[config.mk]
export PLATFORM = sky130hd
export DESIGN_NAME = pipe_queue_rx
export DESIGN_NICKNAME = d
export VERILOG_FILES = /design/src/rtl/pipe_queue_rx.sv
export SDC_FILE = /design/constraint.sdc
export NUM_CORES = 1
export LEC_CHECK = 0
export ABC_AREA = 1
export ABC_CLOCK_PERIOD_IN_PS = 7100
export BUFFER_PORTS_ARGS = -buffer_cell sky130_fd_sc_hd__buf_2
export CELL_PAD_IN_SITES_DETAIL_PLACEMENT = 1
export CELL_PAD_IN_SITES_GLOBAL_PLACEMENT = 2
export CORE_UTILIZATION = 42
export DETAILED_ROUTE_END_ITERATION = 10
export PLACE_DENSITY_LB_ADDON = 0.25
export SLEW_MARGIN = 10
export SYNTH_ARGS = -nofsm -noshare
export SYNTH_HDL_FRONTEND = slang
export SYNTH_SLANG_ARGS = --single-unit
[constraint.sdc]
create_clock -name aclk -period 7.1 [get_ports aclk]
set_input_delay 0.71 -clock aclk [delete_from_list [all_inputs] [get_ports aclk]]
set_output_delay 0.71 -clock aclk [all_outputs]
set_load 0.005 [all_outputs]
[src/rtl/pipe_queue_rx.sv]
// ---------------------------------------------------------------------------
// pipe_queue_rx
//
// Receive-side decoupling queue for a valid/allow pipeline handshake. Entries
// (payload plus exception flag) are accepted from the upstream stage, kept in
// a circular buffer of DEPTH slots and handed to the next stage in order.
// When nothing is presented the output carries NOP_DATA. Once an excepting
// entry has been accepted, intake is frozen until that entry leaves, so no
// younger work ever sits behind an exception.
//
// Optional feature macro: PIPE_QUEUE_BYPASS_EN
//   When defined, an empty queue forwards the upstream entry combinationally
//   (zero latency). It consumes the entry without storing it if the
//   downstream accepts it in the same cycle.
//
// Ports:
//   aclk       clock
//   aresetn    synchronous active-low reset
//   flush      synchronous clear of all entries and state
//   in_valid   upstream presents an entry
//   in_data    upstream payload
//   in_exc     upstream entry carries an exception
//   in_allow   queue can accept an entry (to upstream allow_in)
//   out_valid  queue presents an entry
//   out_data   head payload, NOP_DATA when out_valid=0
//   out_exc    head exception flag, 0 when out_valid=0
//   out_allow  downstream accepts the head
//   count      current occupancy
// ---------------------------------------------------------------------------
module pipe_queue_rx #(
    parameter int               WIDTH    = 64,
    parameter int               DEPTH    = 4,
    parameter logic [WIDTH-1:0] NOP_DATA = '0
) (
    input  logic                     aclk,
    input  logic                     aresetn,
    input  logic                     flush,
    input  logic                     in_valid,
    input  logic [WIDTH-1:0]         in_data,
    input  logic                     in_exc,
    output logic                     in_allow,
    output logic                     out_valid,
    output logic [WIDTH-1:0]         out_data,
    output logic                     out_exc,
    input  logic                     out_allow,
    output logic [$clog2(DEPTH):0]   count
);

    localparam int PW = $clog2(DEPTH);
    localparam int CW = PW + 1;

    logic [WIDTH-1:0] data_mem_q [DEPTH];
    logic             exc_mem_q  [DEPTH];

    logic [PW-1:0] rd_ptr_q,   rd_ptr_d;
    logic [PW-1:0] wr_ptr_q,   wr_ptr_d;
    logic [CW-1:0] count_q,    count_d;
    logic          exc_hold_q, exc_hold_d;

    logic          not_empty;
    logic          bypass;
    logic          push;
    logic          pop;
    logic          push_store;
    logic          pop_store;
    logic          head_exc;

    assign not_empty = (count_q != CW'(0));
    assign head_exc  = exc_mem_q[rd_ptr_q];

`ifdef PIPE_QUEUE_BYPASS_EN
    // Bypass is suppressed during reset as well as flush so the reset output
    // values hold even while upstream already drives valid.
    assign bypass = ~not_empty & in_valid & ~exc_hold_q & ~flush & aresetn;
`else
    assign bypass = 1'b0;
`endif

    // Handshake outputs depend only on registered state (and, in the bypass
    // build, on the upstream inputs); there is no path from out_allow.
    always_comb begin
        in_allow  = (count_q != CW'(DEPTH)) & ~exc_hold_q;
        out_valid = not_empty | bypass;
        out_data  = NOP_DATA;
        out_exc   = 1'b0;
        if (bypass) begin
            out_data = in_data;
            out_exc  = in_exc;
        end else if (not_empty) begin
            out_data = data_mem_q[rd_ptr_q];
            out_exc  = head_exc;
        end
        count = count_q;
    end

    // A bypassed entry taken by the downstream in the same cycle never
    // touches the storage; otherwise push/pop act on the buffer.
    always_comb begin
        push       = in_valid & in_allow;
        pop        = out_valid & out_allow;
        push_store = push & ~(bypass & out_allow);
        pop_store  = pop & not_empty;

        rd_ptr_d   = rd_ptr_q;
        wr_ptr_d   = wr_ptr_q;
        count_d    = count_q;
        exc_hold_d = exc_hold_q;

        if (push_store) begin
            wr_ptr_d = wr_ptr_q + PW'(1);
        end
        if (pop_store) begin
            rd_ptr_d = rd_ptr_q + PW'(1);
        end
        case ({push_store, pop_store})
            2'b10:   count_d = count_q + CW'(1);
            2'b01:   count_d = count_q - CW'(1);
            default: count_d = count_q;
        endcase

        // Setting and clearing cannot collide: a push is only possible while
        // the hold is clear, so no excepting entry is queued at that moment.
        if (push_store & in_exc) begin
            exc_hold_d = 1'b1;
        end else if (pop_store & head_exc) begin
            exc_hold_d = 1'b0;
        end

        if (~aresetn | flush) begin
            rd_ptr_d   = '0;
            wr_ptr_d   = '0;
            count_d    = '0;
            exc_hold_d = 1'b0;
        end
    end

    always_ff @(posedge aclk) begin
        rd_ptr_q   <= rd_ptr_d;
        wr_ptr_q   <= wr_ptr_d;
        count_q    <= count_d;
        exc_hold_q <= exc_hold_d;
    end

    // Payload storage is never cleared; stale slots are hidden by count.
    always_ff @(posedge aclk) begin
        if (push_store & aresetn & ~flush) begin
            data_mem_q[wr_ptr_q] <= in_data;
            exc_mem_q[wr_ptr_q]  <= in_exc;
        end
    end

endmodule

# [Word-level counts from Yosys, hierarchy flattened]
# Memories as Yosys holds them, arrays and structs flattened. A register that Yosys moved wholly into a read port is not among the register bits.
# Index checks and enable logic that the tools add are counted.
[word_totals] output_inout_bits=70 ram_bits=260 n_memories=2 regBits=8
[op_classes] n_reduce_logical=3 mux=11 n_bitwise=12 n_addsub=4 eq_ne=3
[memory_table] memory="data_mem_q" words=4 width=64 rd=1 rd_clocked_by_memory_dff=1 wr=1 line="52" source="logic [WIDTH-1:0] data_mem_q [DEPTH];"
[memory_table] memory="exc_mem_q" words=4 width=1 rd=1 rd_clocked_by_memory_dff=1 wr=1 line="53" source="logic exc_mem_q [DEPTH];"
[op_table] operator="64-bit 2-to-1 mux" count=1
[op_table] operator="1-bit AND" count=8
[op_table] operator="2-bit 2-to-1 mux" count=4
[op_table] operator="3-bit one-hot mux with 2 select lines" count=1
[op_table] operator="1-bit 2-to-1 mux" count=5
[op_table] operator="2-bit by 1-bit adder with 2-bit output, second input constant" count=2
[op_table] operator="2-bit nonzero test" count=2
[op_table] operator="3-bit by 1-bit adder with 3-bit output, second input constant" count=1
[op_table] operator="3-bit != test, second input constant" count=1
[op_table] operator="1-bit NOT" count=3
[op_table] operator="3-bit nonzero test" count=1
[op_table] operator="3-bit by 1-bit subtractor with 3-bit output, second input constant" count=1
[op_table] operator="2-bit by 1-bit == test with 1-bit output, second input constant" count=1
[op_table] operator="2-bit == test, second input constant" count=1
[op_table] operator="1-bit bitwise OR" count=1

# [Depth between registers and ports, before layout]
[logic_depth] depth_word=7 mapped_depth=11 ltp_nobuf=11

# [Least setup slack after synthesis]
# No wires, ideal clock.
[synth_timing] kind="input -> register" start="input port aresetn" end="memory data_mem_q[0][0], enable pin" n_path_buf=0 required_ns=6.611 stages=4 path_slack_ns=2.694 arrival_time_ns=3.918 setup_time_ns=0.489 cell_sequence="inv_1 nor2_1 nand3_1 nor2_1"
[synth_between] elab_chain_len=4
[synth_rtl] element="from (decl)" line="36" source="input logic aresetn,"
[synth_rtl] element="1-bit AND (2 in series)" line="146" source="if (push_store & aresetn & ~flush) begin"
[synth_rtl] element="1-bit 2-to-1 mux" line="146"
[synth_rtl] element="1-bit 2-to-1 mux (not written as such)" line="147" source="data_mem_q[wr_ptr_q] <= in_data;"
[synth_rtl] element="to (decl)" line="52"
# Every way passes these cells.

==> insert_results.sql <==
INSERT INTO impl_metrics (metric_group, metric, value, unit) VALUES
('die', 'die_width', '161.3', 'µm'),
('sta', 'rsz0062_at_grt', 'false', ''),
('synthesis', 'synthesis.nets', '926', ''),
('clock_tree', 'cts_root_buf', 'sky130_fd_sc_hd__clkbuf_16', ''),
('die', 'effective_utilization_at_floorplan', '43.29', '%'),
('clock_tree', 'clockBufferDepth', '3', ''),
('sta', 'setup_violations', '0', ''),
('clock_tree', 'clock_latency', '540', 'ps'),
('sta', 'finalSetupTns', '0', 'ps'),
('power', 'power-per-cell-area', '276.4', 'nW/µm²'),
('final_layout', 'register_area', '8013', 'µm²'),
('sta', 'achievable_freq', '237.9', 'MHz'),
('run', 'drv.max_cap_violation_count', '0', ''),
('worst_setup_path', 'cp-end-kind', 'output port', ''),
('final_layout', 'antenna-diode-count', '0', ''),
('power', 'p_sw', '707.1', 'µW'),
('sta', 'final-max-slew-violation-count', '0', ''),
('synthesis', 'synthDominantAreaCellType', 'sky130_fd_sc_hd__edfxtp_1', ''),
('global_routing', 'antenna_found_initial', '2', ''),
('worst_setup_path', 'critical_setup_path_class', 'flip-flop to output port', ''),
('power', 'power_frac_comb', '5.6', '%'),
('detailed_routing', 'vias_per_cell', '5.111', ''),
('global_routing', 'overflow', '0', ''),
('worst_setup_path', 'worst-path-max-fanout', '66', ''),
('worst_setup_path', 'regToRegEndpoint', 'data_mem_q[0][47]$_DFFE_PP_', ''),
('worst_setup_path', 'crit_path_start_kind', 'flip-flop', ''),
('clock_tree', 'post_cts_buffers', '0', ''),
('final_layout', 'final_core_utilization', '50.70', '%'),
('sta', 'layout_worst_path_cycle_share', '59.19', '%'),
('detailed_routing', 'detail_route.wl_per_cell', '18.64', 'µm'),
('synthesis', 'ys.warnings.count', '0', ''),
('power', 'share_seq_of_total_power', '51.5', '%'),
('clock_tree', 'clkTransAtPathRegs', '60', 'ps'),
('worst_hold_path', 'hold_depth', '1', ''),
('placed_design', 'dp_wirelength', '13580', 'µm'),
('final_layout', 'multi_input_comb_area', '2275', 'µm²'),
('global_routing', 'first_global_vias', '7159', ''),
('run_status', 'outcome', 'finished clean', ''),
('detailed_routing', 'route.vias.total', '6757', ''),
('detailed_routing', 'violation_count_after_the_first_detailed_routing_iteration', '308', ''),
('clock_tree', 'numClockSinks', '270', ''),
('clock_tree', 'cts.hold.buffers_added', '0', ''),
('sta', 'tightest_slew', '1025', 'ps'),
('placed_design', 'place.gp.congestion', '0.7304', ''),
('power', 'leakage', '4.518', 'nW'),
('sta', 'skew', '18.41', 'ps'),
('worst_setup_path', 'crit_path_max_incr_delay', '850', 'ps'),
('synthesis', 'post_syn_area_per_cell', '12.53', 'µm²'),
('sta', 'post-route-min-period', '4203', 'ps'),
('global_routing', 'grt_pass1_wl', '39020', 'µm'),
('placed_design', 'dpl_worst_slack', '3421', 'ps'),
('die', 'die-height', '161.3', 'µm'),
('final_layout', 'post_route_cells_drive_above_1_share', '19.84', '%'),
('final_layout', 'nNetsFinal', '1054', ''),
('worst_setup_path', 'setup.reg_to_reg.worst_slack', '4090', 'ps'),
('final_layout', 'layout.filler_cells', '2595', ''),
('placed_design', 'buffer_ports.inserted', '139', ''),
('final_layout', 'synthToLayoutAreaGrowth', '17.13', '%'),
('worst_setup_path', 'reg2reg_depth', '5', ''),
('synthesis', 'sequential_element_share_of_the_synthesized_area', '75.18', '%'),
('power', 'ir_worst_vdd', '171.5', 'µV'),
('die', 'core_footprint', '24600', 'µm²'),
('power', 'sw_frac_of_total', '20.50', '%'),
('die', 'fp-row-count', '57', ''),
('worst_setup_path', 'cp_cell_sequence', 'clkinv_2, buf_4, o21ai_0, a21oi_1, buf_2', ''),
('clock_tree', 'cts-htree-levels', '1', ''),
('synthesis', 'ys_ff_latch', '270', ''),
('worst_setup_path', 'critPathArrivalTime', '3490', 'ps'),
('sta', 'slew_headroom', '31.64', '%'),
('synthesis', 'mapped_cell_area', '10650', 'µm²'),
('detailed_routing', 'detail_route.drc_violations', '0', '');
cells in the mapped netlist, drive strengths merged:
cell type / count
or2: 1
nand3: 7
fa: 1
dfxtp: 10
clkbuf: 13
ha: 5
o21ai: 131
nand4: 3
nor2: 271
buf: 37
a21oi: 69
nand2: 21
inv: 21
edfxtp: 260
metrics by stage:
stage          std cells  instance area, µm²  total power, mW  hold WS, ps
2_1_floorplan        850               10650            1.908        462.3
3_3_place_gp        1272               11540            2.000        510.9
3_5_place_dp        1272               11540            2.005        522.6
4_1_cts             1322               12480            3.486        365.3
5_1_grt             1322               12480            3.566        369.3
6_report            1322               12480            3.449        382.7
state kept, by name, summed over array words and instances, names as in the netlist, named ones only:
signal      count
count           3
data_mem_q    256
rd_ptr_q        2
exc_hold_q      1
exc_mem_q       4
wr_ptr_q        2
cell type report:
| type | count | share of cell area [%] |
|---|---|---|
| Timing Repair Buffer | 148 | 6.118 |
| Clock inverter | 10 | 1.203 |
| Sequential cell | 270 | 64.23 |
| Clock buffer | 40 | 6.308 |
| Multi-Input combinational cell | 509 | 18.23 |
| Tap cell | 324 | 3.249 |
| Inverter | 21 | 0.6619 |
routing by layer:
layer / GRT usage, % / vias to the layer above / wire [µm]
met2: 33.52 / 129 / 12160
met1: 25.69 / 3348 / 11000
li1: - / 3246 / -
met5: 0 / - / 13
met3: 2.799 / 32 / 959
met4: 5.017 / 2 / 505
cell families (layout without fill, tap and decap cells):
| logic type | count (synthesis) | after routing | synth area share (%) |
|---|---|---|---|
| compound gates | 200 | 200 | 9.397 |
| buf+inv | 71 | 219 | 3.747 |
| flops | 270 | 270 | 75.18 |
| simple gates | 303 | 303 | 10.90 |
| fa+ha+maj | 6 | 6 | 0.7753 |
how the worst min path moves through the flow:
stage | endpoint | from
after global routing | data_mem_q[2][14]$_DFFE_PP_ | in_data[14]
after CTS | data_mem_q[1][55]$_DFFE_PP_ | in_data[55]
final | data_mem_q[2][14]$_DFFE_PP_ | in_data[14]
after detailed placement | flip-flop | rd_ptr_q[1]$_SDFFE_PP0P_
after floorplan | flip-flop | rd_ptr_q[1]$_SDFFE_PP0P_
after global placement | flip-flop | rd_ptr_q[1]$_SDFFE_PP0P_
cells in the final DEF (no fill, tap or decap):
master | Yosys | routed
sky130_fd_sc_hd__clkbuf_1 | 4 | 9
sky130_fd_sc_hd__dfxtp_1 | 10 | 8
sky130_fd_sc_hd__buf_4 | 13 | 9
sky130_fd_sc_hd__nor2_2 | 1 | 1
sky130_fd_sc_hd__inv_1 | 20 | 18
sky130_fd_sc_hd__dfxtp_4 | 0 | 1
sky130_fd_sc_hd__buf_2 | 16 | 139
sky130_fd_sc_hd__edfxtp_1 | 260 | 260
sky130_fd_sc_hd__fa_1 | 1 | 1
sky130_fd_sc_hd__clkinv_1 | 0 | 3
sky130_fd_sc_hd__ha_1 | 5 | 5
sky130_fd_sc_hd__o21ai_1 | 41 | 41
sky130_fd_sc_hd__nand4_1 | 3 | 3
sky130_fd_sc_hd__o21ai_0 | 90 | 90
sky130_fd_sc_hd__bufinv_16 | 0 | 4
sky130_fd_sc_hd__clkbuf_8 | 0 | 2
sky130_fd_sc_hd__a21oi_1 | 69 | 69
sky130_fd_sc_hd__nor2_1 | 270 | 266
sky130_fd_sc_hd__dfxtp_2 | 0 | 1
sky130_fd_sc_hd__nand2_1 | 20 | 20
sky130_fd_sc_hd__nand2_2 | 1 | 1
sky130_fd_sc_hd__nand3_1 | 7 | 7
sky130_fd_sc_hd__clkinv_4 | 0 | 1
sky130_fd_sc_hd__clkbuf_16 | 0 | 29
sky130_fd_sc_hd__or2_2 | 1 | 1
sky130_fd_sc_hd__clkinv_2 | 0 | 5
sky130_fd_sc_hd__nor2_4 | 0 | 4
power by group through the flow:
stage / logic, mW / clock network (mW) / registers [mW]
after floorplan: 0.101 / 0 / 1.81
after global placement: 0.191 / 0 / 1.81
after detailed placement: 0.195 / 0 / 1.81
after CTS: 0.197 / 1.51 / 1.78
after global routing: 0.218 / 1.57 / 1.78
final: 0.192 / 1.48 / 1.78
critical path, delay by kind of cell, from the launching register on:
kind	cells	cell delay, ps
DFF	1	770
AOI/OAI and AO/OA	2	510
buffers and inverters	3	1620
Power figures use the tool's default switching activity.
